**src/rtl/fir_stream_controller.sv**
```systemverilog
`default_nettype none
// ============================================================================
// Module      : fir_stream_controller
// Description : AHB-lite manager for the ahb_fir_filter subordinate. It loads
//               the four filter coefficients on request. It then streams
//               samples from a valid/ready input through the filter and
//               returns each result on a valid/ready output. Filter status is
//               polled between transfers. Bus errors and poll timeouts park
//               the block in a sticky error state.
// Ports       : clk, n_rst (sync, active-low)
//               cfg_start, coeff0..3, cfg_done      - coefficient load
//               sample_valid/ready/data             - input stream
//               result_valid/ready/data             - output stream
//               busy, error, err_clr                - status / recovery
//               hsel, hwrite, hsize, htrans, haddr,
//               hwdata, hrdata, hresp               - AHB-lite manager
// Revision    : 1.0 - initial release
// ============================================================================
module fir_stream_controller #(
    parameter int POLL_LIMIT     = 64,
    parameter int CFG_POLL_LIMIT = 64
) (
    input  logic        clk,
    input  logic        n_rst,
    input  logic        cfg_start,
    input  logic [15:0] coeff0,
    input  logic [15:0] coeff1,
    input  logic [15:0] coeff2,
    input  logic [15:0] coeff3,
    output logic        cfg_done,
    input  logic        sample_valid,
    output logic        sample_ready,
    input  logic [15:0] sample_data,
    output logic        result_valid,
    input  logic        result_ready,
    output logic [15:0] result_data,
    output logic        busy,
    output logic        error,
    input  logic        err_clr,
    output logic        hsel,
    output logic        hwrite,
    output logic        hsize,
    output logic [1:0]  htrans,
    output logic [3:0]  haddr,
    output logic [15:0] hwdata,
    input  logic [15:0] hrdata,
    input  logic        hresp
);

    localparam int c_max_limit = (POLL_LIMIT > CFG_POLL_LIMIT) ? POLL_LIMIT : CFG_POLL_LIMIT;
    localparam int c_cnt_w     = $clog2(c_max_limit) + 1;
    localparam logic [c_cnt_w-1:0] c_poll_lim     = POLL_LIMIT[c_cnt_w-1:0];
    localparam logic [c_cnt_w-1:0] c_cfg_poll_lim = CFG_POLL_LIMIT[c_cnt_w-1:0];

    localparam logic [3:0] c_st_idle        = 4'd0;
    localparam logic [3:0] c_st_cfg_wr      = 4'd1;
    localparam logic [3:0] c_st_cfg_poll    = 4'd2;
    localparam logic [3:0] c_st_stream_wait = 4'd3;
    localparam logic [3:0] c_st_pre_poll    = 4'd4;
    localparam logic [3:0] c_st_smp_wr      = 4'd5;
    localparam logic [3:0] c_st_post_poll   = 4'd6;
    localparam logic [3:0] c_st_res_rd      = 4'd7;
    localparam logic [3:0] c_st_res_out     = 4'd8;
    localparam logic [3:0] c_st_error       = 4'd9;

    logic [3:0]         r_state;
    logic [3:0]         w_state_nxt;
    logic               r_phase;        // 0: address phase, 1: data phase
    logic [2:0]         r_idx;          // CFG_WR transfer index, 4 = load-control write
    logic [c_cnt_w-1:0] r_cnt;
    logic [c_cnt_w-1:0] w_cnt_inc;
    logic [15:0]        r_coef [4];
    logic [15:0]        r_sample;
    logic [15:0]        r_result;
    logic               r_cfg_done;

    logic               w_bus;
    logic               w_dphase;
    logic               w_rd_zero;
    logic               w_is_write;
    logic [3:0]         w_addr;
    logic [15:0]        w_wdata;
    logic               w_cfg_accept;
    logic               w_smp_accept;

    // The "configured" condition is carried by the state itself: STREAM_WAIT
    // and the streaming states are reachable only through a completed load,
    // and err_clr always lands in IDLE.
    assign w_bus = (r_state == c_st_cfg_wr)    || (r_state == c_st_cfg_poll) ||
                   (r_state == c_st_pre_poll)  || (r_state == c_st_smp_wr)   ||
                   (r_state == c_st_post_poll) || (r_state == c_st_res_rd);
    assign w_dphase     = w_bus && r_phase;
    assign w_rd_zero    = (hrdata == 16'h0000);
    assign w_cnt_inc    = r_cnt + 1'b1;
    assign w_cfg_accept = cfg_start && ((r_state == c_st_idle) || (r_state == c_st_stream_wait));
    assign w_smp_accept = (r_state == c_st_stream_wait) && !cfg_start && sample_valid;

    // Per-state transfer attributes
    always_comb begin
        w_addr     = 4'h0;
        w_wdata    = 16'h0000;
        w_is_write = 1'b0;
        case (r_state)
            c_st_cfg_wr: begin
                // 0x6 + 2*idx walks F0..F3 and lands on 0xE for idx = 4
                w_addr     = 4'h6 + {r_idx, 1'b0};
                w_wdata    = (r_idx[2]) ? 16'h0001 : r_coef[r_idx[1:0]];
                w_is_write = 1'b1;
            end
            c_st_cfg_poll: w_addr = 4'hE;
            c_st_smp_wr: begin
                w_addr     = 4'h4;
                w_wdata    = r_sample;
                w_is_write = 1'b1;
            end
            c_st_res_rd: w_addr = 4'h2;
            default: w_addr = 4'h0;
        endcase
    end

    // AHB and stream outputs
    always_comb begin
        hsel         = w_bus && !r_phase;
        htrans       = {hsel, 1'b0};
        hsize        = hsel;
        hwrite       = hsel && w_is_write;
        haddr        = hsel ? w_addr : 4'h0;
        hwdata       = (w_dphase && w_is_write) ? w_wdata : 16'h0000;
        sample_ready = (r_state == c_st_stream_wait) && !cfg_start;
        result_valid = (r_state == c_st_res_out);
        result_data  = r_result;
        busy         = w_bus || (r_state == c_st_res_out);
        error        = (r_state == c_st_error);
        cfg_done     = r_cfg_done;
    end

    // Next-state logic; bus states only move at the end of a data phase
    always_comb begin
        w_state_nxt = r_state;
        case (r_state)
            c_st_idle:
                if (cfg_start) w_state_nxt = c_st_cfg_wr;
            c_st_cfg_wr:
                if (w_dphase) begin
                    if (hresp)              w_state_nxt = c_st_error;
                    else if (r_idx == 3'd4) w_state_nxt = c_st_cfg_poll;
                end
            c_st_cfg_poll:
                if (w_dphase) begin
                    if (hresp)                            w_state_nxt = c_st_error;
                    else if (w_rd_zero)                   w_state_nxt = c_st_stream_wait;
                    else if (w_cnt_inc >= c_cfg_poll_lim) w_state_nxt = c_st_error;
                end
            c_st_stream_wait:
                if (cfg_start)         w_state_nxt = c_st_cfg_wr;
                else if (sample_valid) w_state_nxt = c_st_pre_poll;
            c_st_pre_poll:
                if (w_dphase) begin
                    if (hresp)                        w_state_nxt = c_st_error;
                    else if (w_rd_zero)               w_state_nxt = c_st_smp_wr;
                    else if (w_cnt_inc >= c_poll_lim) w_state_nxt = c_st_error;
                end
            c_st_smp_wr:
                if (w_dphase) w_state_nxt = hresp ? c_st_error : c_st_post_poll;
            c_st_post_poll:
                if (w_dphase) begin
                    if (hresp)                        w_state_nxt = c_st_error;
                    else if (w_rd_zero)               w_state_nxt = c_st_res_rd;
                    else if (w_cnt_inc >= c_poll_lim) w_state_nxt = c_st_error;
                end
            c_st_res_rd:
                if (w_dphase) w_state_nxt = hresp ? c_st_error : c_st_res_out;
            c_st_res_out:
                if (result_ready) w_state_nxt = c_st_stream_wait;
            c_st_error:
                if (err_clr) w_state_nxt = c_st_idle;
            default: w_state_nxt = c_st_idle;
        endcase
    end

    always_ff @(posedge clk) begin
        if (!n_rst) r_state <= c_st_idle;
        else        r_state <= w_state_nxt;
    end

    always_ff @(posedge clk) begin
        if (!n_rst) begin
            r_phase    <= 1'b0;
            r_idx      <= 3'd0;
            r_cnt      <= '0;
            r_coef[0]  <= 16'h0000;
            r_coef[1]  <= 16'h0000;
            r_coef[2]  <= 16'h0000;
            r_coef[3]  <= 16'h0000;
            r_sample   <= 16'h0000;
            r_result   <= 16'h0000;
            r_cfg_done <= 1'b0;
        end else begin
            // Every state change out of a bus state happens at the end of a
            // data phase, so toggling here always restarts at an address phase.
            r_phase    <= w_bus ? !r_phase : 1'b0;
            r_cfg_done <= (r_state == c_st_cfg_poll) && (w_state_nxt == c_st_stream_wait);

            if (w_cfg_accept) begin
                r_coef[0] <= coeff0;
                r_coef[1] <= coeff1;
                r_coef[2] <= coeff2;
                r_coef[3] <= coeff3;
                r_idx     <= 3'd0;
            end else if ((r_state == c_st_cfg_wr) && w_dphase && !hresp && (r_idx != 3'd4)) begin
                r_idx <= r_idx + 3'd1;
            end

            // Any state change starts a fresh poll sequence
            if (w_state_nxt != r_state) r_cnt <= '0;
            else if (w_dphase)          r_cnt <= w_cnt_inc;

            if (w_smp_accept) r_sample <= sample_data;

            if ((r_state == c_st_res_rd) && w_dphase && !hresp) r_result <= hrdata;
        end
    end

endmodule
`default_nettype wire
```
**config.mk**
```make
export PLATFORM = sky130hd
export DESIGN_NAME = fir_stream_controller
export DESIGN_NICKNAME = d
export VERILOG_FILES = /design/src/rtl/fir_stream_controller.sv
export SDC_FILE = /design/constraint.sdc
export NUM_CORES = 1
export LEC_CHECK = 0
export CAP_MARGIN = 40
export CORE_UTILIZATION = 40
export DETAILED_ROUTE_END_ITERATION = 10
export PLACE_DENSITY_LB_ADDON = 0.12
export REMOVE_ABC_BUFFERS = 1
export SLEW_MARGIN = 20
export SYNTH_ARGS = -nofsm -noshare
export SYNTH_HDL_FRONTEND = slang
export SYNTH_SLANG_ARGS = --single-unit
```
**constraint.sdc**
```tcl
create_clock -name clk -period 3.1 [get_ports clk]
set_clock_uncertainty 0.15 [all_clocks]
set_input_delay 0.465 -clock clk [delete_from_list [all_inputs] [get_ports clk]]
set_output_delay 0.465 -clock clk [all_outputs]
set_load 0.01 [all_outputs]
```
==> results by group, run 1 <==
Drt
  – Detailed Routing Iterations Pass 1: 5
  – Vias per inst: 5.35
  – Post-detailed-route count of antenna-violating nets: 0
  – Total Wirelength: 14,200 um
  – DRC: 0
  – Routed WL per cell: 16.7 um
  – 1st-iter DRT viols: 357
  – Routed vias: 4,568

Global route
  – Grt met3 use: 0.0551
  – Largest net degree at the start of global routing: 69
  – Gr busiest metal: met2
  – First-pass GRT wire length: 22,500 um
  – Total grt overflow: 0
  – GR Util met1: 0.254
  – Number of global-route vias before repair: 4,585
  – Antenna violations before repair: 0
  – All-layer global routing usage: 0.209
  – Met2 Usage GRT: 0.341

Critical path
  – Top Family by Delay on Critical Path: buffers and inverters
  – Startpoint Class: flip-flop
  – Data arrival, critical path: 2.38 ns
  – Worst reg2reg startpoint: r_cnt[0]
  – Delay of the slowest cell on the worst path: 0.56 ns
  – Crit Path Category: reg -> out
  – Max FO, Critical Path: 16
  – R2R cell count: 7
  – Worst Setup EP: hwdata[8]
  – CP startpoint: r_state[1]
  – CP required: 2.48 ns
  – R2r endpoint: r_cnt[3]
  – Flop-to-flop setup slack: 0.54 ns
  – CP max stage cell: clkdlybuf4s50_1
  – Worst Path Buf+Inv: 3
  – Most frequent CP cell: nor2_1
  – Levels on crit path: 7
  – Crit-path cells: buf_4 > nand2b_1 > nor2_1 > buf_6 > a22oi_1 > nor2_1 > clkdlybuf4s50_1
  – Worst setup EP type: output pin

Synthesis
  – Synth Cell Area: 0.00550 sq mm
  – Synth async-reset ratio: 0
  – Post-synth EDFFs: 64
  – Cells after Synth: 522
  – Count leader, synth: nand2_1
  – Yosys warns: 0
  – Main synth FF type: edfxtp_1
  – Sequential element share of the synthesized area: 0.532
  – Area leader, netlist: edfxtp_1
  – Area fraction of the dominant cell type after synthesis: 0.349
  – Top cells by count, synth: 80 x nand2_1, 66 x and3_1, 64 x edfxtp_1, 50 x dfxtp_1, 44 x a21oi_1
  – Top cells by area, synth: edfxtp_1 35%, dfxtp_1 18%, and3_1 7.5%
  – Synth Register Bits: 114
  – Count of different cell masters after synthesis: 56
  – Avg Cell Area, Syn: 10.5 sq um

Clocking
  – Worst-Skew Late Latency: 0.41 ns
  – Clk slew on worst S/H paths: 0.05 ns
  – CTS Root Cell: clkbuf_16
  – Clock Path Buffers: 2
  – CTS tree: yes
  – Num CTS Buffers: 17
  – Setup repair bufs after CTS: 0
  – H-tree depth: 4
  – Clock net sink count: 114

Floorplanning
  – Height of the die: 119 um
  – FP Rows: 42
  – Die X: 119 um
  – Initial Util: 0.412
  – Core Region: 0.0133 sq mm
  – Die area: 0.0142 sq mm
  – Io pins: 149

Placement
  – Number of port buffers: 146
  – Routability Congestion: 0.835
  – Placed cells: 822
  – Pre-CTS worst setup slack: 0.252 ns
  – DP HPWL: 10,000 um

STA
  – Hold_ws: 0.265 ns
  – Final worst-path setup slack: 0.103 ns
  – Max-slew violations: 0
  – Hold Vio Cnt, Final: 0
  – Post-route setup TNS: 0 ns
  – Fin crit period: 3.00 ns
  – Final setup violation count: 0
  – Period utilization: 0.967
  – RSZ-0062 raised after global routing: true
  – Peak Freq: 334 MHz
  – Slew @ Worst Pin: 0.711 ns
  – Worst slew margin: 0.514

Finish
  – Layout Nets: 772
  – Area delta synth->final: 41.1%
  – Diodes inserted: 0
  – Share of cells above drive strength 1: 0.119
  – Fin cells: 854

Status
  – Outcome: complete, no violations

Pwr
  – Total power: 0.00401 W
  – Pwr dens: 517 mW/mm^2
  – Peak supply drop: 0.364 mV
  – LEAKAGE: 2.93 nW

Min path
  – Tightest Hold Check Type: in -> reg

Run
  – Maxcap violations: 0
[cell usage in the layout, fill, tap and decap left out, types with 3 or more instances in the layout]
cell,n
clkbuf_1,6
mux4_2,16
nand2b_1,5
ha_1,4
xnor2_1,5
nand2_1,80
nor4_1,6
inv_1,5
and3_1,66
a211oi_1,3
dfxtp_1,48
nor3_1,11
xor2_1,4
nor2b_1,4
or3_4,3
nor2_1,40
o31a_1,3
buf_4,17
nand4_1,4
edfxtp_1,64
o21ai_0,4
clkbuf_16,18
a21oi_1,44
or3_1,3
clkbuf_8,5
a22oi_1,15
clkdlybuf4s50_1,143
[worst min-delay path by stage]
stage | from | endpoint | slack [ns] | cells past startpoint
2_1_floorplan | r_sample[14] | r_sample[14] | 0.29 | 2
3_3_place_gp | result_data[8] | result_data[8] | 0.29 | 2
3_5_place_dp | result_data[8] | result_data[8] | 0.30 | 2
4_1_cts | n_rst | r_state[0] | 0.26 | 2
5_1_grt | n_rst | r_state[0] | 0.26 | 2
6_report | n_rst | r_state[0] | 0.26 | 2
[kinds of logic (layout without fill, tap and decap cells)]
kind of cell	Yosys count	in the layout	share of synthesized area
buffers and inverters	50	205	0.0419
adders and majority gates	4	4	0.00910
and+or+nand+nor	237	237	0.223
DFF	114	114	0.532
other	1	2	0.000682
xor gates and xnor gates	9	9	0.0143
AOI/OAI and AO/OA	90	90	0.112
muxes	17	17	0.0674
[final cells by class]
type,instances,area [sq um]
inverter,6,22.5
clock inverter,3,42.5
tap,176,220
sequential,114,2930
timing repair buffer,167,1650
clock buffer,29,542
fill,1143,5590
multi-input combinational,359,2350
[repair_timing]
item / 4_1_cts / 5_1_grt
endpoints found under the hold margin: 0 / 0
hold buffers: 0 / 0
resized for setup: 0 / 8
endpoints found under the setup margin: 0 / 16
[per-stage QoR]
step                       util  instance area (sq um)
after floorplan               -                   5300
after global placement    0.536                   7160
after detailed placement  0.536                   7160
after CTS                 0.580                   7740
after global routing      0.581                   7760
final                     0.581                   7760
[sequential cells by signal, indices dropped and copies added, names as in the netlist, named ones only]
register     cells
r_coef          64
r_sample        16
result_data     16
r_cnt            7
r_state          4
r_idx            3
cfg_done         1
r_phase          1
[layer usage]
metal  part of all wire  up-vias
li1                   -     2193
met1               0.43     2167
met2               0.49      189
met3              0.072       19
met4              0.017        0
met5                  0        -
[where the power goes]
| part | switching, W | total [W] | internal, W |
|---|---|---|---|
| sequential | 0.0000203 | 0.00171 | 0.00169 |
| clock | 0.000635 | 0.00189 | 0.00125 |
| combinational | 0.000186 | 0.000413 | 0.000227 |
[worst register-to-register path: stages, from the launching register on]
cell,delay [ns]
dfxtp_1,0.41
ha_1,0.22
nand3_1,0.12
or3_4,0.38
a2111oi_0,0.69
a211oi_1,0.25
nand4_4,0.16
nor2_1,0.06
Power figures use the tool's default switching activity.
==> inputs of run 2 (changes only) <==
Settings changed: CORE_UTILIZATION 40 to 44, CTS_CLUSTER_DIAMETER set to 150.
==> run 2 against run 1 <==
Net effect:
- cell count shrank 0.94%
- sequential share of layout area up 0.098 points
- die area decreased by 8.9%
- largest power group unchanged
- core utilization increased by 5.8 points
- via count decreased by 0.81%
- register-to-register slack better by 0.16 ns
- wire length is 1.5% lower
- sequential cell count stayed put
- global-route usage increased by 1.7 points
- clock-buffer cell count fell by 4
- combinational power decreased by 1%
- worst hold slack improved by 0.012 ns
==> results by group, run 2 (same netlist as run 1, synthesis figures left out) <==
Finish
  – Largest register FFs: 64
  – Diodes inserted: 0
  – Most flops, register: r_coef
  – Area delta synth->final: 40.7%
  – Share of cells above drive strength 1: 0.122
  – Fin util: 0.639
  – Commonest non-fill, non-tap cell in the layout: clkdlybuf4s50_1
  – Layout Nets: 772
  – Most frequent cells in the layout: 145 x clkdlybuf4s50_1, 80 x nand2_1, 66 x and3_1

Global route
  – Antenna violations before repair: 0
  – Total grt overflow: 0
  – Number of global-route vias before repair: 4,507
  – First-pass GRT wire length: 22,200 um
  – Largest net degree at the start of global routing: 65
  – All-layer global routing usage: 0.226

STA
  – Final setup violation count: 0
  – Hold_ws: 0.277 ns
  – Max-slew violations: 0
  – Fin crit period: 3.01 ns
  – RSZ-0062 raised after global routing: false
  – Slew @ Worst Pin: 0.710 ns
  – Period utilization: 0.972
  – Peak Freq: 332 MHz
  – Worst slew margin: 0.526
  – Hold Vio Cnt, Final: 0

Pwr
  – Pwr dens: 522 mW/mm^2
  – LEAKAGE: 2.91 nW
  – Peak supply drop: 0.368 mV
  – Total power: 0.00404 W

Run
  – Maxcap violations: 0

Floorplanning
  – Initial Util: 0.454
  – FP Rows: 40
  – Die area: 0.0129 sq mm
  – Die X: 114 um
  – Io pins: 149
  – Core Region: 0.0121 sq mm
  – Height of the die: 114 um

Critical path
  – Crit Path Category: reg -> out
  – Worst reg2reg startpoint: r_state[0]
  – CP max stage cell: clkdlybuf4s50_1
  – Startpoint Class: flip-flop
  – CP required: 2.48 ns
  – R2R cell count: 7
  – Top Family by Delay on Critical Path: buffers and inverters
  – Flop-to-flop setup slack: 0.70 ns
  – Max FO, Critical Path: 16
  – Delay of the slowest cell on the worst path: 0.62 ns
  – Worst Path Buf+Inv: 2
  – Data arrival, critical path: 2.40 ns
  – Crit-path cells: buf_4 > nand2_1 > a2111oi_1 > clkdlybuf4s50_1
  – R2r endpoint: r_cnt[0]
  – Worst setup EP type: output pin

Clocking
  – CTS tree: yes
  – Num CTS Buffers: 17
  – Hold_buf cts: 0
  – Clock Path Buffers: 2
  – H-tree depth: 4
  – Clk slew on worst S/H paths: 0.06 ns
  – Clock net sink count: 114
  – Worst-Skew Late Latency: 0.40 ns
  – CTS Root Cell: clkbuf_16

Drt
  – 1st-iter DRT viols: 268
  – Routed WL per cell: 16.6 um
  – Post-detailed-route count of antenna-violating nets: 0
  – DRC: 0
  – Vias per inst: 5.36
  – Total Wirelength: 14,000 um
  – Routed vias: 4,531
  – Detailed Routing Iterations Pass 1: 5

Min path
  – Hold Path Stages: 2
  – Worst hold endpoint: r_state[0]
  – Tightest Hold Check Type: in -> reg
  – Min-Delay Startpoint: n_rst

Status
  – Outcome: complete, no violations

Placement
  – Routability Congestion: 0.884
  – Number of port buffers: 146
  – DP HPWL: 9940 um
run 2: layout make-up:
type                       count  area [sq um]
multi-input combinational    359          2360
clock inverter                 7          65.1
timing repair buffer         167          1630
fill                        1009          4370
tap                          168           210
clock buffer                  25           529
sequential                   114          2930
inverter                       6          22.5
run 2: layer usage:
layer  share of wire  global-route usage  vias up
met5               0                   0        -
met4           0.013              0.0996        0
met3           0.070              0.0515       16
met2            0.50               0.385      171
met1            0.42               0.274     2153
li1                -                   -     2191
run 2: metrics by stage:
step           instance area, sq um  instances  setup TNS, ns  setup slack, ns
4_1_cts                        7730        846              0           0.0102
3_5_place_dp                   7130        814              0            0.377
5_1_grt                        7740        846              0          0.00814
2_1_floorplan                  5300        479         -30.94           -0.458
3_3_place_gp                   7130        814              0            0.441
6_report                       7740        846              0           0.0882
run 2: worst max-delay path by stage:
stage	startpoint	slack, ns	cells past startpoint	end
global placement	hrdata[15]	0.44	7	r_cnt[6]
global route	r_state[0]	0.008	4	haddr[1]
CTS	r_state[0]	0.01	4	haddr[1]
floorplan	r_state[0]	-0.46	3	r_coef[0][0]
finish	r_state[0]	0.09	4	haddr[1]
detailed placement	hrdata[15]	0.38	7	r_cnt[3]
run 2: where the power goes:
part	internal, W	switching, W	leakage (nW)
clock network	0.00127	0.000658	0.298
registers	0.00169	0.0000214	1.10
logic	0.000226	0.000181	1.51
total	0.00318	0.000860	2.91
run 2: what timing repair did:
| item | 4_1_cts | 5_1_grt |
|---|---|---|
| resized for setup | 0 | 5 |
| setup buffers | 0 | 0 |
| endpoints found under the setup margin | 0 | 20 |
run 2: worst register-to-register path, cell delays in order (launching register included):
cell and delay (ns):
dfxtp_1 0.42, buf_4 0.25, xnor2_1 0.16, and3_4 0.28
or3_4 0.44, or3_4 0.39, nand4_4 0.13, nor2_1 0.06
